## config.mk

```make
export PLATFORM = sky130hd
export DESIGN_NAME = muldiv_ctrl
export DESIGN_NICKNAME = d
export VERILOG_FILES = /design/src/rtl/muldiv_pkg.sv /design/src/rtl/muldiv_watchdog.sv /design/src/rtl/muldiv_ctrl.sv
export SDC_FILE = /design/constraint.sdc
export NUM_CORES = 1
export LEC_CHECK = 0
export CAP_MARGIN = 20
export CORE_ASPECT_RATIO = 0.75
export CORE_MARGIN = 2
export CORE_UTILIZATION = 40
export CTS_BUF_LIST = sky130_fd_sc_hd__clkbuf_2
export DETAILED_ROUTE_END_ITERATION = 6
export PLACE_DENSITY = 0.89
export SLEW_MARGIN = 20
export SYNTH_ARGS = -nofsm -noshare
export SYNTH_HDL_FRONTEND = slang
export SYNTH_SLANG_ARGS = --single-unit
export TNS_END_PERCENT = 30
```

## constraint.sdc

```tcl
create_clock -name clk -period 2.5 [get_ports clk]
set_clock_uncertainty 0.1 [all_clocks]
set_input_delay 0.25 -clock clk [delete_from_list [all_inputs] [get_ports clk]]
set_output_delay 0.25 -clock clk [all_outputs]
set_load 0.01 [all_outputs]
```

## src/rtl/muldiv_pkg.sv

```systemverilog
// muldiv_pkg: shared definitions for the HI/LO multiply/divide controller.
//   state_e         - controller FSM state encoding
//   OP_MULT/OP_DIV  - op_sel codes
//   TIMEOUT_DEFAULT - default watchdog limit in wait cycles
//   WD_CNT_W        - watchdog counter width (covers TIMEOUT up to 255)
package muldiv_pkg;

    typedef enum logic [1:0] {
        ST_IDLE      = 2'd0,
        ST_MULT_WAIT = 2'd1,
        ST_DIV_WAIT  = 2'd2,
        ST_ERR       = 2'd3
    } state_e;

    localparam logic OP_MULT = 1'b0;
    localparam logic OP_DIV  = 1'b1;

    localparam int TIMEOUT_DEFAULT = 64;
    localparam int WD_CNT_W        = 8;

endpackage

```

## src/rtl/muldiv_watchdog.sv

```systemverilog
// muldiv_watchdog: wait-cycle counter with terminal-count detect.
//   clk, reset - clock, asynchronous active-low reset
//   clear      - zero the count (operation start)
//   enable     - count this cycle (controller is waiting on a unit)
//   expired    - this is the TIMEOUT-th enabled cycle since clear
module muldiv_watchdog
    import muldiv_pkg::*;
#(
    parameter int TIMEOUT = TIMEOUT_DEFAULT
) (
    input  logic clk,
    input  logic reset,
    input  logic clear,
    input  logic enable,
    output logic expired
);

    localparam logic [WD_CNT_W-1:0] TERM = WD_CNT_W'(TIMEOUT - 1);

    logic [WD_CNT_W-1:0] cnt_q, cnt_d;

    // Count is 0 in the first wait cycle, so TERM marks the TIMEOUT-th one.
    assign expired = enable && (cnt_q == TERM);

    always_comb begin
        cnt_d = cnt_q;
        if (clear)
            cnt_d = '0;
        else if (enable && !expired)
            cnt_d = cnt_q + 1'b1;
    end

    always_ff @(posedge clk or negedge reset) begin
        if (!reset)
            cnt_q <= '0;
        else
            cnt_q <= cnt_d;
    end

endmodule

```

## src/rtl/muldiv_ctrl.sv

```systemverilog
// muldiv_ctrl: sequences multiply/divide ops to external units and owns
// the architectural HI/LO registers.
//   op_valid/op_sel/op_a/op_b  - request from the control unit (op_sel 0=mult, 1=div)
//   flush                      - abort the in-flight op, no result, no done
//   mult_start/div_start       - one-cycle start pulses; unit_a/unit_b held operands
//   mult_done/div_done + data  - unit completion pulses and results
//   hi/lo                      - architectural registers
//   busy/done                  - stall indication / one-cycle completion pulse
//   div_zero/timeout_err       - sticky error flags, cleared on next accepted op
// Optional build macro MULDIV_DIV0_TRAP_EN: divide by zero is trapped locally
// (no div_start, div_zero set) instead of being issued to the divider.
module muldiv_ctrl
    import muldiv_pkg::*;
#(
    parameter int DATA_W  = 32,
    parameter int TIMEOUT = TIMEOUT_DEFAULT
) (
    input  logic              clk,
    input  logic              reset,
    input  logic              op_valid,
    input  logic              op_sel,
    input  logic [DATA_W-1:0] op_a,
    input  logic [DATA_W-1:0] op_b,
    input  logic              flush,
    output logic              mult_start,
    output logic              div_start,
    output logic [DATA_W-1:0] unit_a,
    output logic [DATA_W-1:0] unit_b,
    input  logic              mult_done,
    input  logic              div_done,
    input  logic [DATA_W-1:0] mult_hi,
    input  logic [DATA_W-1:0] mult_lo,
    input  logic [DATA_W-1:0] div_quot,
    input  logic [DATA_W-1:0] div_rem,
    output logic [DATA_W-1:0] hi,
    output logic [DATA_W-1:0] lo,
    output logic              busy,
    output logic              done,
    output logic              div_zero,
    output logic              timeout_err
);

    state_e            state_q, state_d;
    logic [DATA_W-1:0] hi_q, hi_d, lo_q, lo_d;
    logic [DATA_W-1:0] a_q, a_d, b_q, b_d;
    logic              mult_start_q, mult_start_d;
    logic              div_start_q, div_start_d;
    logic              busy_q, busy_d;
    logic              done_q, done_d;
    logic              terr_q, terr_d;
`ifdef MULDIV_DIV0_TRAP_EN
    logic              dz_q, dz_d;
`endif

    logic wd_clear, wd_enable, wd_expired;

    assign wd_enable = (state_q == ST_MULT_WAIT) || (state_q == ST_DIV_WAIT);

    muldiv_watchdog #(.TIMEOUT(TIMEOUT)) u_watchdog (
        .clk     (clk),
        .reset   (reset),
        .clear   (wd_clear),
        .enable  (wd_enable),
        .expired (wd_expired)
    );

    always_comb begin
        state_d      = state_q;
        hi_d         = hi_q;
        lo_d         = lo_q;
        a_d          = a_q;
        b_d          = b_q;
        mult_start_d = 1'b0;
        div_start_d  = 1'b0;
        done_d       = 1'b0;
        terr_d       = terr_q;
`ifdef MULDIV_DIV0_TRAP_EN
        dz_d         = dz_q;
`endif
        wd_clear     = 1'b0;

        case (state_q)
            ST_IDLE: begin
                if (op_valid) begin
                    a_d      = op_a;
                    b_d      = op_b;
                    terr_d   = 1'b0;
                    wd_clear = 1'b1;
`ifdef MULDIV_DIV0_TRAP_EN
                    dz_d     = 1'b0;
`endif
                    if (op_sel == OP_MULT) begin
                        state_d      = ST_MULT_WAIT;
                        mult_start_d = 1'b1;
                    end
`ifdef MULDIV_DIV0_TRAP_EN
                    else if (op_b == '0) begin
                        // Trapped divide: report through ERR, divider untouched.
                        state_d = ST_ERR;
                        dz_d    = 1'b1;
                        done_d  = 1'b1;
                    end
`endif
                    else begin
                        state_d     = ST_DIV_WAIT;
                        div_start_d = 1'b1;
                    end
                end
            end

            // Priority in a wait state: flush, then unit done, then timeout
            // (a done landing on the terminal cycle still delivers its result).
            ST_MULT_WAIT: begin
                if (flush) begin
                    state_d = ST_IDLE;
                end else if (mult_done) begin
                    hi_d    = mult_hi;
                    lo_d    = mult_lo;
                    done_d  = 1'b1;
                    state_d = ST_IDLE;
                end else if (wd_expired) begin
                    terr_d  = 1'b1;
                    done_d  = 1'b1;
                    state_d = ST_ERR;
                end
            end

            ST_DIV_WAIT: begin
                if (flush) begin
                    state_d = ST_IDLE;
                end else if (div_done) begin
                    lo_d    = div_quot;
                    hi_d    = div_rem;
                    done_d  = 1'b1;
                    state_d = ST_IDLE;
                end else if (wd_expired) begin
                    terr_d  = 1'b1;
                    done_d  = 1'b1;
                    state_d = ST_ERR;
                end
            end

            // done was raised on entry, so it coincides with this one ERR cycle.
            ST_ERR: state_d = ST_IDLE;

            default: state_d = ST_IDLE;
        endcase

        busy_d = (state_d != ST_IDLE);
    end

    always_ff @(posedge clk or negedge reset) begin
        if (!reset) begin
            state_q      <= ST_IDLE;
            hi_q         <= '0;
            lo_q         <= '0;
            a_q          <= '0;
            b_q          <= '0;
            mult_start_q <= 1'b0;
            div_start_q  <= 1'b0;
            busy_q       <= 1'b0;
            done_q       <= 1'b0;
            terr_q       <= 1'b0;
        end else begin
            state_q      <= state_d;
            hi_q         <= hi_d;
            lo_q         <= lo_d;
            a_q          <= a_d;
            b_q          <= b_d;
            mult_start_q <= mult_start_d;
            div_start_q  <= div_start_d;
            busy_q       <= busy_d;
            done_q       <= done_d;
            terr_q       <= terr_d;
        end
    end

`ifdef MULDIV_DIV0_TRAP_EN
    always_ff @(posedge clk or negedge reset) begin
        if (!reset)
            dz_q <= 1'b0;
        else
            dz_q <= dz_d;
    end
    assign div_zero = dz_q;
`else
    assign div_zero = 1'b0;
`endif

    assign hi          = hi_q;
    assign lo          = lo_q;
    assign unit_a      = a_q;
    assign unit_b      = b_q;
    assign mult_start  = mult_start_q;
    assign div_start   = div_start_q;
    assign busy        = busy_q;
    assign done        = done_q;
    assign timeout_err = terr_q;

endmodule
```

# Yosys cells after proc, flatten, opt, wreduce, memory -nomap -nowiden
# Cells that the tools add are included.
[word_totals]
ff_bits = 143
latch_bits = 0
mem_bits_rw = 0
romBits = 0
output_inout_bits = 134
wordCells = 76
mem_count = 0
[classes]
addsub = 1
n_mul = 0
div_mod_pow = 0
n_lt_le_gt_ge = 0
n_eq_ne = 11
n_shift = 0
n_mux = 41
n_bitwise = 0
reduce_logical = 12
[ops]
columns = ["op", "count"]
rows = [
  ["two-way mux 32 bit", 8],
  ["one-hot mux 32 bit (2 select lines)", 2],
  ["two-way mux 1 bit", 19],
  ["two-way mux 8 bit", 2],
  ["two-way mux 2 bit", 7],
  ["!= test 2 bit, second input constant", 7],
  ["adder 8 x 1 -> 8 bit, second input constant", 1],
  ["equality test 8 x 6 -> 1 bit, second input constant", 1],
  ["one-hot mux 2 bit (4 select lines)", 1],
  ["AND reduction 6 bit", 1],
  ["nonzero test 2 bit", 3],
  ["AND reduction 5 bit", 1],
  ["equality test 2 bit, second input constant", 2],
  ["one-hot mux 1 bit (3 select lines)", 1],
  ["nonzero test 3 bit", 1],
  ["equality test 2 x 1 -> 1 bit, second input constant", 1],
  ["logical AND 1 bit", 2],
  ["logical NOT 2 bit", 1],
  ["one-hot mux 1 bit (2 select lines)", 1],
  ["AND reduction 2 bit", 1],
  ["logical NOT 1 bit", 1],
  ["logical OR 1 bit", 1],
]

# Logic depth before layout (Yosys ltp)
[logic_depth]
ltp_word = 8
ltp_mapped = 9
mapped_depth_nobuf = 6

# Modules after synthesis
# A second synthesis with hierarchy kept.
[unflattened]
cells_unflattened = 507
hier_area_um2 = 6635.1
[by_module_without_submodules]
columns = ["mod", "n_inst", "cells_per_inst", "area_per_inst_um2"]
rows = [
  ["muldiv_ctrl", 1, 458, 6175.9],
  ["muldiv_watchdog", 1, 49, 459.2],
]

# Least setup slack after synthesis
# OpenSTA, ideal clock, no wires.
[synth_path]
path_kind = "flip-flop to flip-flop"
startpoint = "register state_q[0]"
endpoint = "register busy_q, in the netlist busy"
setup_time_ns = 0.124
arrival_ns = 1.620
required_ns = 2.276
setup_slack_ns = 0.656
stages_incl_launch_ff = 8
n_path_buf = 1
synth_period_minus_slack_ns = 1.844
cell_sequence = "dfrtp_1 inv_1 ha_1 and4_1 clkbuf_1 a21oi_1 o21ai_1 a211o_1"
[synth_between]
elab_chain_cells = 8
elab_cells_between_ends = 14
classes_between = "3 x eq/ne; 7 x mux; 4 x reduce/logical"
[synth_rtl]
columns = ["item", "line", "text"]
rows = [
  ["start, declared", "muldiv_ctrl.sv:43", "state_e state_q, state_d;"],
  ["start signal, assigned", "muldiv_ctrl.sv:165", "state_q <= state_d;"],
  ["equality test 2 x 1 -> 1 bit / equality test 2 bit (equally long branches)", "muldiv_ctrl.sv:57, muldiv_ctrl.sv:82", ""],
  ["logical OR 1 bit", "muldiv_ctrl.sv:57", "assign wd_enable = (state_q == ST_MULT_WAIT) || (state_q == ST_DIV_WAIT);"],
  ["logical AND 1 bit", "muldiv_watchdog.sv:23", "assign expired = enable && (cnt_q == TERM);"],
  ["two-way mux 2 bit", "muldiv_ctrl.sv:121, muldiv_ctrl.sv:136", ""],
  ["two-way mux 2 bit (on tied branches)", "muldiv_ctrl.sv:131, muldiv_ctrl.sv:116", ""],
  ["two-way mux 2 bit (on tied branches)", "muldiv_ctrl.sv:129, muldiv_ctrl.sv:114", ""],
  ["one-hot mux 2 bit (4 select lines) *", "muldiv_ctrl.sv:82", "case (state_q)"],
  ["net state_d[0]", "muldiv_ctrl.sv:43", ""],
  ["nonzero test 2 bit *", "muldiv_ctrl.sv:149", "busy_d = (state_d != ST_IDLE);"],
  ["net busy_d", "muldiv_ctrl.sv:48", "logic busy_q, busy_d;"],
  ["end signal, assigned", "muldiv_ctrl.sv:172", "busy_q <= busy_d;"],
  ["end, declared", "muldiv_ctrl.sv:48", ""],
]
# Mark *: on every way through the listed nets, which the timed path passes. The rest lies on a longest branch.
# A chain may end at the register's enable or synchronous reset.

# Final worst setup path
[layout_path]
startpoint = "register state_q[0]"
endpoint = "register hi_q[16], in the netlist hi[16]"
[layout_between]
elab_chain_cells = 3
elab_cells_between_ends = 9
classes_between = "6 x eq/ne; 1 x mux; 2 x reduce/logical"
[layout_rtl]
columns = ["item", "line", "text"]
rows = [
  ["equality test 2 bit / equality test 2 x 1 -> 1 bit (equally long branches)", "muldiv_ctrl.sv:82", ""],
  ["!= test 2 bit (no line) / nonzero test 2 bit (equally long branches)", "n/a", ""],
  ["AND reduction 5 bit (no line)", "n/a", ""],
  ["end signal, assigned", "muldiv_ctrl.sv:166", "hi_q <= hi_d;"],
  ["end, declared", "muldiv_ctrl.sv:44", "logic [DATA_W-1:0] hi_q, hi_d, lo_q, lo_d;"],
]
# Several ways; a longest one is shown, not always the timed one.

==> results by group <==
Outcome
  • Outcome: complete, no violations

STA
  • Slew headroom: 64.2%
  • Slew Viols, Final: 0
  • Final Hold Vio Count: 0
  • Endpoints failing setup: 0
  • Fmax: 0.424 GHz
  • Slew @ Worst Pin: roughly 0.54 ns
  • Fin crit share: 94.3%
  • Setup tns final: 0 ns
  • Fin crit period: approximately 2.4 ns
  • Unrepaired setup endpoints after global routing: no

GRT
  • Pin count of the biggest net entering global routing: 129
  • Global-route wire length before repair: roughly 34000 um
  • Gr ovfl total: 0
  • Initial antenna violation count: 0
  • Total track usage: 27.3%
  • Vias in the first global route: 6399

CTS
  • Worst-Skew Late Latency: 0.69 ns
  • Clock sink total: around 140
  • Clock buffer count from CTS: 17
  • H-tree levels: 4
  • Post-CTS Setup Bufs: 0
  • Clock buffer depth: 2
  • Root Driver: clkbuf_2
  • Worst-path clk slew: about 0.22 ns
  • CTS tree: built
  • Post_cts resized: 0

Floorplan
  • Chip width: 147 um
  • Core box area: 0.0151 sq mm
  • Die extent in y: 111 um
  • Io pins: between 300 and 400
  • Core Rows: 39
  • Die ar.: 0.0163 sq mm
  • Initial core utilization: around two fifths

Worst setup path
  • Crit Path Category: register to register
  • Max stage delay on crit path: 0.57 ns
  • R2R setup slack: 0.14 ns
  • Slowest-stage cell, CP: dlygate4sd3_1
  • Worst Path Arrival: 2.83 ns
  • Worst Path Required: 2.97 ns
  • Worst-case reg-to-reg path depth: 6
  • CP Cell Sequence: inv_1, ha_4, buf_12, mux2i_1, dlygate4sd3_1, a21oi_1
  • R2R Path End: hi[16]$_DFFE_PN0P_
  • Setup crit end kind: register
  • Type of origin of the critical path: register
  • Worst Setup EP: hi[16]$_DFFE_PN0P_
  • Worst Setup SP: state_q[0]$_DFF_PN0_
  • CP max FO: 65
  • Reg-to-reg critical path startpoint: state_q[0]$_DFF_PN0_

Drt
  • DRC viols: 0
  • WL/cell: 17.8 um
  • Vias per std cell: 4.92
  • 1st-pass router iterations: 5
  • Total number of vias: 6193
  • Total Wirelength: between 20000 and 25000 um
  • DRT iter0 DRCs: 354
  • Antenna-violating nets left: 0

Logic synthesis
  • Synth Flop Type: dfrtp_1
  • Post-synth top area cell: dfrtp_1
  • Mapped Avg Cell Area: ~9.6 sq um
  • Post-Syn Area: between 0.006 and 0.007 sq mm
  • Cells after synthesis: 635
  • Register bit total from synthesis: 143
  • Sequential fraction of the synthesis area: approximately three fifths
  • Number of enable flip-flop cells after synthesis: 0
  • Count leader, synth: nand2_1
  • Distinct cells, synth: 34
  • Yosys warnings: 0
  • Synth top area share: 58.5%
  • Synth cell count leaders: nand2_1 (200), dfrtp_1 (143), nor2_1 (74)
  • Syn Nets: 839
  • Synth async-reset ratio: 100%
  • Area contributors post-synth: dfrtp_1 (58%), nand2_1 (12%), mux2i_1 (10%)

Worst hold path
  • Hold Crit Class: input port to register
  • Hold Crit Start: mult_lo[12]

Pwr
  • Leak: between 4 and 5 nW
  • Clock share of power: 14.5%
  • Sw power: 0.00416 W
  • Pint: 0.00703 W
  • Pwr per Cell Area: between 1000 and 1500 mW/mm^2
  • Max IR drop VDD: 0.562 mV
  • Combinational power share: 49.7%
  • Switching share of power: 37.1%
  • Sequential fraction of design power: 35.8%

Layout
  • Syn-to-layout area delta: 77.0%
  • Fillers: 1029
  • Share of cells above drive strength 1: 4.36%
  • Final design utilization: 71.9%
  • Diodes inserted: 0
  • Final-stage net count: 1245

Place
  • IO buf count: 331
  • DP HPWL: 13900 um
  • Routability cong.: 0.811

Run
  • Max-Cap Viols: 0
[final cells by class]
cell class	count	area (sq um)	area share, %
clock buffer	22	110	1.02
clock inverter	10	186	1.72
inverter	3	11.3	0.104
multi-input combinational	450	2360	21.8
sequential	143	3580	33.0
tap	205	256	2.37
timing repair buffer	426	4330	39.9
[registers in the layout, summed over array words and instances (netlist names)]
| name | flops |
|---|---|
| busy | 1 |
| div_start | 1 |
| done | 1 |
| hi | 32 |
| lo | 32 |
| mult_start | 1 |
| state_q | 2 |
| timeout_err | 1 |
| u_watchdog.cnt_q | 8 |
| unit_a | 32 |
| unit_b | 32 |
[kinds of logic (layout without fill, tap and decap cells)]
| family | Yosys count | in the layout | synth area share (%) |
|---|---|---|---|
| flip-flops | 143 | 143 | 58.5 |
| multiplexers | 64 | 64 | 10.5 |
| buffers and inverters | 42 | 461 | 3.33 |
| AO/OA/AOI/OAI | 83 | 83 | 7.13 |
| other | 1 | 1 | 0.0613 |
| AND/OR/NAND/NOR | 295 | 295 | 19.2 |
| adder cells (fa/ha/maj) | 5 | 5 | 1.02 |
| XOR/XNOR | 2 | 2 | 0.286 |
[worst min-delay path by stage]
stage / cells after the start / slack (ns) / to
4_1_cts: 3 / 0.001 / lo[12]$_DFFE_PN0P_
6_report: 3 / 0.06 / lo[12]$_DFFE_PN0P_
3_5_place_dp: 1 / 0.11 / unit_a[16]$_DFFE_PN0P_
5_1_grt: 3 / 0.0007 / hi[26]$_DFFE_PN0P_
3_3_place_gp: 1 / 0.12 / unit_a[6]$_DFFE_PN0P_
2_1_floorplan: 0 / -0.15 / busy$_DFF_PN0_
[placed cells by master (no fill, tap or decap), types with 2 or more instances in the layout]
| master | Yosys | routed |
|---|---|---|
| xor2_1 | 2 | 2 |
| bufinv_16 | 0 | 5 |
| a211o_1 | 2 | 2 |
| buf_4 | 7 | 2 |
| o21ai_1 | 2 | 2 |
| ha_1 | 5 | 4 |
| nand3_1 | 3 | 3 |
| and3_1 | 3 | 3 |
| clkinv_4 | 0 | 3 |
| clkinv_2 | 0 | 2 |
| nor2b_1 | 2 | 2 |
| buf_12 | 0 | 5 |
| dlygate4sd3_1 | 0 | 87 |
| nor3_1 | 3 | 3 |
| o21ai_0 | 5 | 5 |
| nand2_1 | 200 | 199 |
| clkbuf_2 | 0 | 22 |
| dfrtp_1 | 143 | 143 |
| mux2i_1 | 64 | 64 |
| nor2_1 | 74 | 74 |
| clkdlybuf4s50_1 | 0 | 330 |
| inv_1 | 3 | 3 |
| a21oi_1 | 70 | 70 |
[metrics by stage]
stage	cell area, sq um	total power (W)	setup WS [ns]	hold slack (ns)	cells
global route	10800	0.0118	0.0264	0.000697	1259
floorplan	6120	0.00626	0.656	-0.146	635
detailed placement	9640	0.00930	0.364	0.115	1139
global placement	9640	0.00910	0.508	0.120	1139
CTS	10700	0.0110	0.238	0.00121	1242
finish	10800	0.0112	0.142	0.0639	1259
[metal layers]
| metal | up-vias | share of wire, % | track usage [%] |
|---|---|---|---|
| met5 | - | 0 | 0 |
| met4 | 0 | 3.3 | 10.4 |
| met3 | 54 | 8.2 | 8.48 |
| met2 | 298 | 51 | 47.9 |
| met1 | 2941 | 38 | 31.3 |
| li1 | 2900 | - | - |
[repair_timing]
item	in CTS	in global routing
setup endpoints to repair	0	0
hold endpoints to repair	210	15
hold buffers	71	17
[power by group through the flow]
stage	combinational (W)	clock (W)	sequential, W
after global placement	0.00516	0	0.00394
after global routing	0.00596	0.00176	0.00413
after floorplan	0.00184	0	0.00442
after detailed placement	0.00532	0	0.00398
after CTS	0.00543	0.00165	0.00394
final	0.00556	0.00163	0.00400
[worst max-delay path, delay by kind of cell, from the launching register on]
family	cells	cell delay, ns
fa+ha+maj	1	0.18
buf+inv	3	1.06
flops	1	0.50
compound gates	1	0.06
mux	1	0.26
Power figures use the tool's default switching activity.
